## src/rtl/rc5_frame_timer_if.sv

```systemverilog
// Signal bundle between the RC-5 frame timer and its controller:
// run control, config write channel and the frame strobes.
interface rc5_frame_timer_if #(
   parameter int unsigned CNT_W = 32
);
   logic             en;
   logic             mode;
   logic             trig;
   logic             cfg_wr;
   logic [CNT_W-1:0] cfg_period;
   logic [CNT_W-1:0] cfg_low;
   logic             cfg_ack;
   logic             cfg_err;
   logic             load_n;
   logic             frame_start;
   logic             half_tick;
   logic             busy;
   logic [CNT_W-1:0] count;

   modport master (
      output en, mode, trig, cfg_wr, cfg_period, cfg_low,
      input  cfg_ack, cfg_err, load_n, frame_start, half_tick, busy, count
   );

   modport slave (
      input  en, mode, trig, cfg_wr, cfg_period, cfg_low,
      output cfg_ack, cfg_err, load_n, frame_start, half_tick, busy, count
   );
endinterface

```

## src/rtl/rc5_frame_timer.sv

```systemverilog
// RC-5 frame-strobe generator: active-low load strobe, frame-start pulse and
// half-bit tick, with shadowed period/low-width config applied at frame start.
module rc5_frame_timer #(
   parameter int unsigned CNT_W           = 32,
   parameter int unsigned PERIOD_CYCLES   = 11379000,
   parameter int unsigned LOW_CYCLES      = 88900,
   parameter int unsigned HALF_BIT_CYCLES = 88900
) (
   input  logic              clk,
   input  logic              rst,
   rc5_frame_timer_if.slave  bus
);
   typedef enum logic [1:0] {IDLE, LOW, HIGH} state_t;

   localparam logic [CNT_W-1:0] ONE        = {{(CNT_W-1){1'b0}}, 1'b1};
   localparam logic [CNT_W-1:0] TWO        = {{(CNT_W-2){1'b0}}, 2'b10};
   localparam logic [CNT_W-1:0] DEF_PERIOD = CNT_W'(PERIOD_CYCLES);
   localparam logic [CNT_W-1:0] DEF_LOW    = CNT_W'(LOW_CYCLES);
   localparam logic [CNT_W-1:0] HALF_LAST  = CNT_W'(HALF_BIT_CYCLES - 1);

   state_t           state, state_nxt;
   logic [CNT_W-1:0] cnt, cnt_nxt;
   logic [CNT_W-1:0] half_cnt, half_cnt_nxt, half_step;
   logic [CNT_W-1:0] act_period, act_period_nxt, act_low, act_low_nxt;
   logic [CNT_W-1:0] pend_period, pend_period_nxt, pend_low, pend_low_nxt;
   logic             pend_valid, pend_valid_nxt;
   logic             load_n, load_n_nxt, frame_start, frame_start_nxt;
   logic             half_tick, half_tick_nxt, busy, busy_nxt;
   logic             cfg_ack, cfg_ack_nxt, cfg_err, cfg_err_nxt;
   logic             begin_frame, cfg_ok;

   always_ff @(posedge clk) begin
      if (rst) begin
         state       <= IDLE;
         cnt         <= '0;
         half_cnt    <= '0;
         act_period  <= DEF_PERIOD;
         act_low     <= DEF_LOW;
         pend_period <= '0;
         pend_low    <= '0;
         pend_valid  <= 1'b0;
         load_n      <= 1'b1;
         frame_start <= 1'b0;
         half_tick   <= 1'b0;
         busy        <= 1'b0;
         cfg_ack     <= 1'b0;
         cfg_err     <= 1'b0;
      end else begin
         state       <= state_nxt;
         cnt         <= cnt_nxt;
         half_cnt    <= half_cnt_nxt;
         act_period  <= act_period_nxt;
         act_low     <= act_low_nxt;
         pend_period <= pend_period_nxt;
         pend_low    <= pend_low_nxt;
         pend_valid  <= pend_valid_nxt;
         load_n      <= load_n_nxt;
         frame_start <= frame_start_nxt;
         half_tick   <= half_tick_nxt;
         busy        <= busy_nxt;
         cfg_ack     <= cfg_ack_nxt;
         cfg_err     <= cfg_err_nxt;
      end
   end

   // half_tick is registered from the next half_cnt so it lines up with count
   assign half_step = (half_cnt == HALF_LAST) ? '0 : half_cnt + ONE;
   assign cfg_ok    = (bus.cfg_period >= TWO) && (bus.cfg_low != '0) &&
                      (bus.cfg_low < bus.cfg_period);

   always_comb begin
      state_nxt       = state;
      cnt_nxt         = cnt;
      half_cnt_nxt    = half_cnt;
      act_period_nxt  = act_period;
      act_low_nxt     = act_low;
      pend_period_nxt = pend_period;
      pend_low_nxt    = pend_low;
      pend_valid_nxt  = pend_valid;
      load_n_nxt      = load_n;
      frame_start_nxt = 1'b0;
      half_tick_nxt   = 1'b0;
      busy_nxt        = busy;
      cfg_ack_nxt     = 1'b0;
      cfg_err_nxt     = cfg_err;
      begin_frame     = 1'b0;

      case (state)
         IDLE: begin
            begin_frame = bus.mode ? bus.trig : bus.en;
         end
         LOW: begin
            cnt_nxt       = cnt + ONE;
            half_cnt_nxt  = half_step;
            half_tick_nxt = (half_step == HALF_LAST);
            if (cnt == act_low - ONE) begin
               load_n_nxt = 1'b1;
               state_nxt  = HIGH;
            end
         end
         HIGH: begin
            if (cnt == act_period - ONE) begin
               if (!bus.mode && bus.en) begin
                  begin_frame = 1'b1;
               end else begin
                  state_nxt    = IDLE;
                  cnt_nxt      = '0;
                  half_cnt_nxt = '0;
                  busy_nxt     = 1'b0;
               end
            end else begin
               cnt_nxt       = cnt + ONE;
               half_cnt_nxt  = half_step;
               half_tick_nxt = (half_step == HALF_LAST);
            end
         end
         default: state_nxt = IDLE;
      endcase

      if (begin_frame) begin
         state_nxt       = LOW;
         cnt_nxt         = '0;
         half_cnt_nxt    = '0;
         half_tick_nxt   = (HALF_LAST == '0);
         load_n_nxt      = 1'b0;
         frame_start_nxt = 1'b1;
         busy_nxt        = 1'b1;
         if (pend_valid) begin
            act_period_nxt = pend_period;
            act_low_nxt    = pend_low;
            pend_valid_nxt = 1'b0;
            cfg_ack_nxt    = 1'b1;
         end
      end

      // evaluated after frame start so a coincident write re-arms pending
      if (bus.cfg_wr) begin
         if (cfg_ok) begin
            pend_period_nxt = bus.cfg_period;
            pend_low_nxt    = bus.cfg_low;
            pend_valid_nxt  = 1'b1;
            cfg_err_nxt     = 1'b0;
         end else begin
            cfg_err_nxt = 1'b1;
         end
      end
   end

   assign bus.count       = cnt;
   assign bus.load_n      = load_n;
   assign bus.frame_start = frame_start;
   assign bus.half_tick   = half_tick;
   assign bus.busy        = busy;
   assign bus.cfg_ack     = cfg_ack;
   assign bus.cfg_err     = cfg_err;
endmodule
```

## src/flat_wrapper.sv

```systemverilog
// flat-port wrapper written by rule: the top's interface ports become plain ports
module rc5_frame_timer_flat 
#(
   parameter int unsigned CNT_W           = 32,
   parameter int unsigned PERIOD_CYCLES   = 11379000,
   parameter int unsigned LOW_CYCLES      = 88900,
   parameter int unsigned HALF_BIT_CYCLES = 88900
)
  (clk, rst, bus_en, bus_mode, bus_trig, bus_cfg_wr, bus_cfg_period, bus_cfg_low, bus_cfg_ack, bus_cfg_err, bus_load_n, bus_frame_start, bus_half_tick, bus_busy, bus_count);
  rc5_frame_timer_if #(.CNT_W(CNT_W)) bus_i ();
  input  logic clk;
  input  logic rst;
  input wire logic [$bits(bus_i.en)-1:0] bus_en;
  input wire logic [$bits(bus_i.mode)-1:0] bus_mode;
  input wire logic [$bits(bus_i.trig)-1:0] bus_trig;
  input wire logic [$bits(bus_i.cfg_wr)-1:0] bus_cfg_wr;
  input wire logic [$bits(bus_i.cfg_period)-1:0] bus_cfg_period;
  input wire logic [$bits(bus_i.cfg_low)-1:0] bus_cfg_low;
  output wire logic [$bits(bus_i.cfg_ack)-1:0] bus_cfg_ack;
  output wire logic [$bits(bus_i.cfg_err)-1:0] bus_cfg_err;
  output wire logic [$bits(bus_i.load_n)-1:0] bus_load_n;
  output wire logic [$bits(bus_i.frame_start)-1:0] bus_frame_start;
  output wire logic [$bits(bus_i.half_tick)-1:0] bus_half_tick;
  output wire logic [$bits(bus_i.busy)-1:0] bus_busy;
  output wire logic [$bits(bus_i.count)-1:0] bus_count;
  assign bus_i.en = bus_en;
  assign bus_i.mode = bus_mode;
  assign bus_i.trig = bus_trig;
  assign bus_i.cfg_wr = bus_cfg_wr;
  assign bus_i.cfg_period = bus_cfg_period;
  assign bus_i.cfg_low = bus_cfg_low;
  assign bus_cfg_ack = bus_i.cfg_ack;
  assign bus_cfg_err = bus_i.cfg_err;
  assign bus_load_n = bus_i.load_n;
  assign bus_frame_start = bus_i.frame_start;
  assign bus_half_tick = bus_i.half_tick;
  assign bus_busy = bus_i.busy;
  assign bus_count = bus_i.count;
  rc5_frame_timer #(.CNT_W(CNT_W), .PERIOD_CYCLES(PERIOD_CYCLES), .LOW_CYCLES(LOW_CYCLES), .HALF_BIT_CYCLES(HALF_BIT_CYCLES)) u_core (.clk(clk), .rst(rst), .bus(bus_i));
endmodule
```

## config.mk

```make
export PLATFORM = sky130hd
export DESIGN_NAME = rc5_frame_timer_flat
export DESIGN_NICKNAME = d
export VERILOG_FILES = /design/src/rtl/rc5_frame_timer_if.sv /design/src/rtl/rc5_frame_timer.sv /design/src/flat_wrapper.sv
export SDC_FILE = /design/constraint.sdc
export NUM_CORES = 1
export LEC_CHECK = 0
export BUFFER_PORTS_ARGS = -buffer_cell sky130_fd_sc_hd__clkbuf_2
export CELL_PAD_IN_SITES_DETAIL_PLACEMENT = 0
export CELL_PAD_IN_SITES_GLOBAL_PLACEMENT = 1
export CORE_MARGIN = 2
export CORE_UTILIZATION = 41
export DETAILED_ROUTE_END_ITERATION = 10
export PLACE_DENSITY = 0.84
export SYNTH_ARGS = -nofsm -noshare
export SYNTH_HDL_FRONTEND = slang
export SYNTH_SLANG_ARGS = --single-unit
```

## constraint.sdc

```tcl
create_clock -name clk -period 3.6 [get_ports clk]
set_clock_uncertainty 0.2 [all_clocks]
set_input_delay 0.72 -clock clk [delete_from_list [all_inputs] [get_ports clk]]
set_output_delay 0.72 -clock clk [all_outputs]
set_load 0.02 [all_outputs]
```

### Word-level counts from Yosys, hierarchy flattened

Index checks and enable logic that the tools add are counted.

| word-level totals | value |
|---|---|
| flip-flop bits (word level) | 201 |
| input port bits | 70 |
| output and inout port bits | 38 |
| word-level logic and storage cells | 88 |

| cells by class | value |
|---|---|
| add/subtract/negate cells | 4 |
| magnitude comparators | 2 |
| eq/ne operators | 15 |
| multiplexer cells | 30 |
| bitwise gates (word level) | 2 |
| reductions and logical operators | 20 |

Operator list:

| cell | number |
|---|---|
| $mux 32 | 4 |
| $pmux 32 s2 | 2 |
| $add 32x1->32 const B | 2 |
| $eq 32x17->1 const B | 2 |
| $eq 32x32->1 | 2 |
| $sub 32x1->32 const B | 2 |
| $ge 32x2->1 const B | 1 |
| $lt 32x32->1 | 1 |
| $reduce_bool 32->1 | 1 |
| $mux 1 | 18 |
| $reduce_bool 2->1 | 5 |
| $ne 2x1->1 const B | 4 |
| $reduce_and 2->1 | 4 |
| $reduce_and 4->1 | 2 |
| $mux 2 | 3 |
| $ne 3x1->1 const B | 2 |
| $pmux 2 s3 | 1 |
| $pmux 1 s2 | 2 |
| $reduce_or 2->1 | 2 |
| $logic_and 1x1->1 | 3 |
| $ne 3x2->1 const B | 1 |
| $ne 3x3->1 const B | 1 |
| $reduce_and 3->1 | 1 |
| $eq 2x1->1 const B | 1 |
| other kinds (5) | 6 |

### Logic depth before layout (Yosys ltp)

| logic depth | value |
|---|---|
| depth after elaboration | 8 |
| mapped depth | 14 |
| depth with buffers taken out | 11 |

### Worst setup path before layout

No wires, ideal clock.

| timing path | value |
|---|---|
| path kind | register to register |
| from | reg u_core.act_period[9] |
| to | reg u_core.act_low[0] |
| library setup time | 0.072 ns |
| arrival time | 3.404 ns |
| data required time | 3.328 ns |
| setup slack | -0.076 ns |
| cell stages (with the launch flop) | 13 |
| path buffers | 3 |
| clock period less this slack | 3.676 ns |
| cells stage by stage | dfxtp_1 -> buf_2 -> or4_4 -> nor4_4 -> nand3_1 -> and3b_1 -> o32a_1 -> a2111oi_4 -> a21oi_2 -> nor3b_2 -> buf_4 -> buf_6 -> mux2i_1 |

| between the ends | value |
|---|---|
| cells in the longest elaborated chain, start to end | 5 |

RTL lines:

| item | line | text |
|---|---|---|
| start: declaration | rc5_frame_timer.sv:24 | `logic [CNT_W-1:0] act_period, act_period_nxt, act_low, act_low_nxt;` |
| start signal: assignment | rc5_frame_timer.sv:52 | `act_period <= act_period_nxt;` |
| $sub 32x1->32 | rc5_frame_timer.sv:102 | `if (cnt == act_period - ONE) begin` |
| $eq 32x32->1 | rc5_frame_timer.sv:102 |  |
| $mux 1 | rc5_frame_timer.sv:102 |  |
| $pmux 1 s2 | rc5_frame_timer.sv:88 | `case (state)` |
| $reduce_and 2->1 (no source line) | -- |  |
| end signal: assignment | rc5_frame_timer.sv:53 | `act_low <= act_low_nxt;` |
| end: declaration | rc5_frame_timer.sv:24 |  |

Every way passes these cells.
A chain may end at the register's enable or synchronous reset.

### Worst setup path after layout

| timing path | value |
|---|---|
| from | reg u_core.act_period[0] |
| to | reg u_core.act_period[14] |

| between the ends | value |
|---|---|
| cells in the longest elaborated chain, start to end | 5 |

RTL lines:

| item | line |
|---|---|
| $sub 32x1->32 | rc5_frame_timer.sv:102 |
| $eq 32x32->1 | rc5_frame_timer.sv:102 |
| $mux 1 | rc5_frame_timer.sv:102 |
| $pmux 1 s2 | rc5_frame_timer.sv:88 |
| $reduce_and 2->1 (no source line) | -- |

Every way passes these cells.

==> metrics <==
# IOs=108; H-tree Lvls=1; final count of hold timing violations=0; XOR/XNOR Fraction of Synth Area=5.70%; CP Capture Type=flip-flop; GRT Total Usage=24.2%; Adder-Cell Fraction of Synth Area=3.82%; Antenna Violating Nets Remaining=0; FFs w/ async S/R, synth=0%; Final Net Count=1,860; post-synthesis mux area share=10.7%; final setup vio count=130; highest-count cells in the layout ignoring fill and taps=dfxtp_1, nand2_1, nor2_1; data arrival time of the critical path=4.00 ns; clock power share=42.3%; sw frac=26.6%; #FFs+latches synth=201; net count after synthesis=1,681; clock buffer count from CTS=23; pre-CTS WS=-0.0827 ns; fin crit period=3.78 ns; CTS tree=yes; simple-gate share of the synthesized area=28.0%; min setup slack post-route=-0.176 ns; vias in the first global route=11.1k; Iter 0 DRT Violations=1,193; Netlist cell types=74; Least-Margin Pin Slew=0.854 ns; vias=12.5k; Reg power frac=40.4%; Mapped Cells=1,573; TritonRoute pass-1 iters=5; share of post-route cells with drive strength above 1=22.0%; reg-to-reg slack, setup=-0.18 ns; mapped cell area=12,400 um^2; FF+latch area=4030 um^2; global-route wire length before repair=61,400 um; antenna cell count=0; detailed-route DRC error count=0; port buffer count=107; Setup CP Type=flip-flop to flip-flop; area delta synth->final=27.3%; Final Max Tran Viols=0; die width=178 um; hold path depth=2; CTS clk-pin slew, worst paths=0.06 ns; main combinational cell family by area after synthesis=simple AND/OR/NAND/NOR gates; fillcell total=2,778; core area=29,800 um^2; pin count of the biggest net entering global routing=87; Clock Tree Buf Depth=3; hold endpoint=u_core.act_low[20]; post-synthesis compound-gate area fraction=13.7%; RR Endpoint=u_core.act_period[14]; Final Cycle Share=105%; min-delay worst type=flip-flop to flip-flop; CP required=3.82 ns; Max VDD drop=317 uV; Pwr Density=370 nW/um^2; status=complete, but fails checks; number of flops mapped to enable cells by yosys=0; global placement routability congestion=0.951; Sw Pwr=1560 uW; FMAX=265 MHz; Root Driver=clkbuf_16; chip height=178 um; final setup TNS=-11.24 ns; startpoint types=flip-flop; final wirelength=40,700 um; Via density=5.80; fin cells=2,157; Top FF cell, synth=dfxtp_1; FP Rows=63; worst r2r src=u_core.act_period[0]; routed length per instance=18.9 um; max_slew headroom=43.1%; clock latency on the worst-skew pair=0.52 ns; Ys Warns=0; Hold Crit Start=u_core.pend_low[20]; Internal=4300 uW; hold_buf cts=0; cells on worst reg2reg path=16; Lkg Pwr=0.00629 uW; commonest non-fill, non-tap cell in the layout=dfxtp_1; clock sinks=201; grt total ovfl=0; RSZ-0062 raised after global routing=yes; crit-path max FO=5; combinational share of power=17.3%; hpwl dp=29,600 um; number of max-cap violations=0; failing checks=negative setup slack; Starting Density=41.8%; antenna violations before repair=0; footprint of the multi-input gates=8100 um^2; Inst Count DP=2,083; syn_area_per_cell=7.91 um^2; DIE AREA=31,800 um^2; sequential share of the synthesized area=32.3%
==> critical path: stages (launching register included) <==
cell and delay [ns]:
dfxtp_2 0.33, buf_4 0.13, buf_4 0.14, nor4_1 0.29
buf_4 0.20, and4_4 0.26, and4_1 0.21, nor3_2 0.05
o32a_1 0.38, a2111oi_4 0.33, buf_4 0.19, a21oi_4 0.07
nor3b_4 0.25, buf_12 0.17, buf_4 0.12, buf_6 0.12
mux2i_1 0.24
==> synthesized netlist by cell type (4+ instances only) <==
master | instances | area share [%]
inv_1 | 55 | 1.7
and4_1 | 8 | 0.56
and2_1 | 12 | 0.60
nor4b_1 | 7 | 0.49
mux2i_1 | 133 | 11
dfxtp_1 | 201 | 32
nor4_1 | 41 | 2.1
buf_1 | 5 | 0.15
and3_1 | 19 | 0.95
a21oi_1 | 49 | 2.0
nor2b_1 | 10 | 0.50
nor3b_1 | 4 | 0.24
nand2b_1 | 5 | 0.25
nor2_1 | 181 | 5.5
nand2_1 | 196 | 5.9
a22oi_1 | 5 | 0.30
buf_2 | 14 | 0.56
buf_6 | 6 | 0.54
o21ai_0 | 39 | 1.6
nor3_1 | 37 | 1.5
nand3_1 | 63 | 2.5
buf_4 | 4 | 0.24
xor2_1 | 24 | 1.7
clkbuf_1 | 87 | 2.6
a31oi_1 | 35 | 1.8
o211ai_1 | 5 | 0.30
a221oi_1 | 25 | 1.8
nand4_1 | 30 | 1.5
xnor2_1 | 57 | 4.0
ha_1 | 38 | 3.8
nand4b_1 | 5 | 0.35
nand3b_1 | 8 | 0.48
o21ai_1 | 4 | 0.16
o31ai_1 | 23 | 1.4
or2_2 | 9 | 0.45
a21o_1 | 13 | 0.78
or3_1 | 18 | 0.90
a211oi_1 | 10 | 0.60
or4_1 | 33 | 2.0
==> metal layers <==
metal | vias up | part of all wire, % | wire (um) | track usage (%)
met2 | 455 | 44 | 17700 | 37.0
li1 | 6030 | - | - | -
met5 | - | 0 | 0 | 0
met1 | 5973 | 47 | 19100 | 36.0
met4 | 0 | 1.8 | 747 | 5.15
met3 | 56 | 7.7 | 3130 | 3.54
==> worst max-delay path by stage <==
stage,end,cells after the start,startpoint
global placement,u_core.bus.count[25],12,u_core.act_period[0]
global route,u_core.act_period[14],15,u_core.act_period[0]
floorplan,u_core.act_low[0],12,u_core.act_period[5]
CTS,u_core.act_low[9],14,u_core.act_period[11]
finish,u_core.act_period[14],16,u_core.act_period[0]
detailed placement,u_core.bus.count[29],12,u_core.act_period[0]
==> flip-flops by register name, summed over array words and instances, names as in the netlist <==
signal,cells
u_core.act_low,32
u_core.act_period,32
u_core.bus.count,32
u_core.half_cnt,32
u_core.pend_low,32
u_core.pend_period,32
u_core.state,2
u_core.bus.busy,1
u_core.bus.cfg_ack,1
u_core.bus.cfg_err,1
u_core.bus.frame_start,1
u_core.bus.half_tick,1
u_core.bus.load_n,1
u_core.pend_valid,1
==> area by class of cell <==
type | instances | share of cell area (%)
clock buffer | 33 | 4.12
clock inverter | 7 | 0.853
inverter | 55 | 1.30
multi-input combinational | 1201 | 51.1
sequential | 201 | 25.4
tap | 390 | 3.08
timing repair buffer | 270 | 14.1
==> stage by stage <==
step / cell area, um^2 / hold slack (ns) / power (uW) / utilization, %
finish: 15800 / 0.264 / 5860 / 53.2
detailed placement: 14200 / 0.254 / 3240 / 47.5
global placement: 14200 / 0.252 / 3230 / 47.5
CTS: 15100 / 0.263 / 5720 / 50.7
floorplan: 12500 / 0.238 / 2910 / -
global route: 15800 / 0.278 / 6060 / 53.2
==> power groups by stage <==
stage / logic (uW) / registers (uW) / clock network, uW
6_report: 1010 / 2370 / 2480
5_1_grt: 1080 / 2380 / 2600
4_1_cts: 848 / 2370 / 2500
3_5_place_dp: 829 / 2410 / 0
3_3_place_gp: 815 / 2410 / 0
2_1_floorplan: 508 / 2410 / 0
==> cells by family after synthesis <==
logic type	count (synthesis)
adder cells (fa/ha/maj)	38
AO/OA/AOI/OAI	249
multiplexers	133
buffers and inverters	171
XOR/XNOR	81
flip-flops	201
AND/OR/NAND/NOR	700
==> timing repair <==
item | in CTS | in global routing
pin swaps | 6 | 30
setup buffers | 8 | 13
cloned | 0 | 14
endpoints found under the setup margin | 115 | 135
gates resized for setup | 24 | 74
No activity file was read; power rests on OpenSTA's default activity.
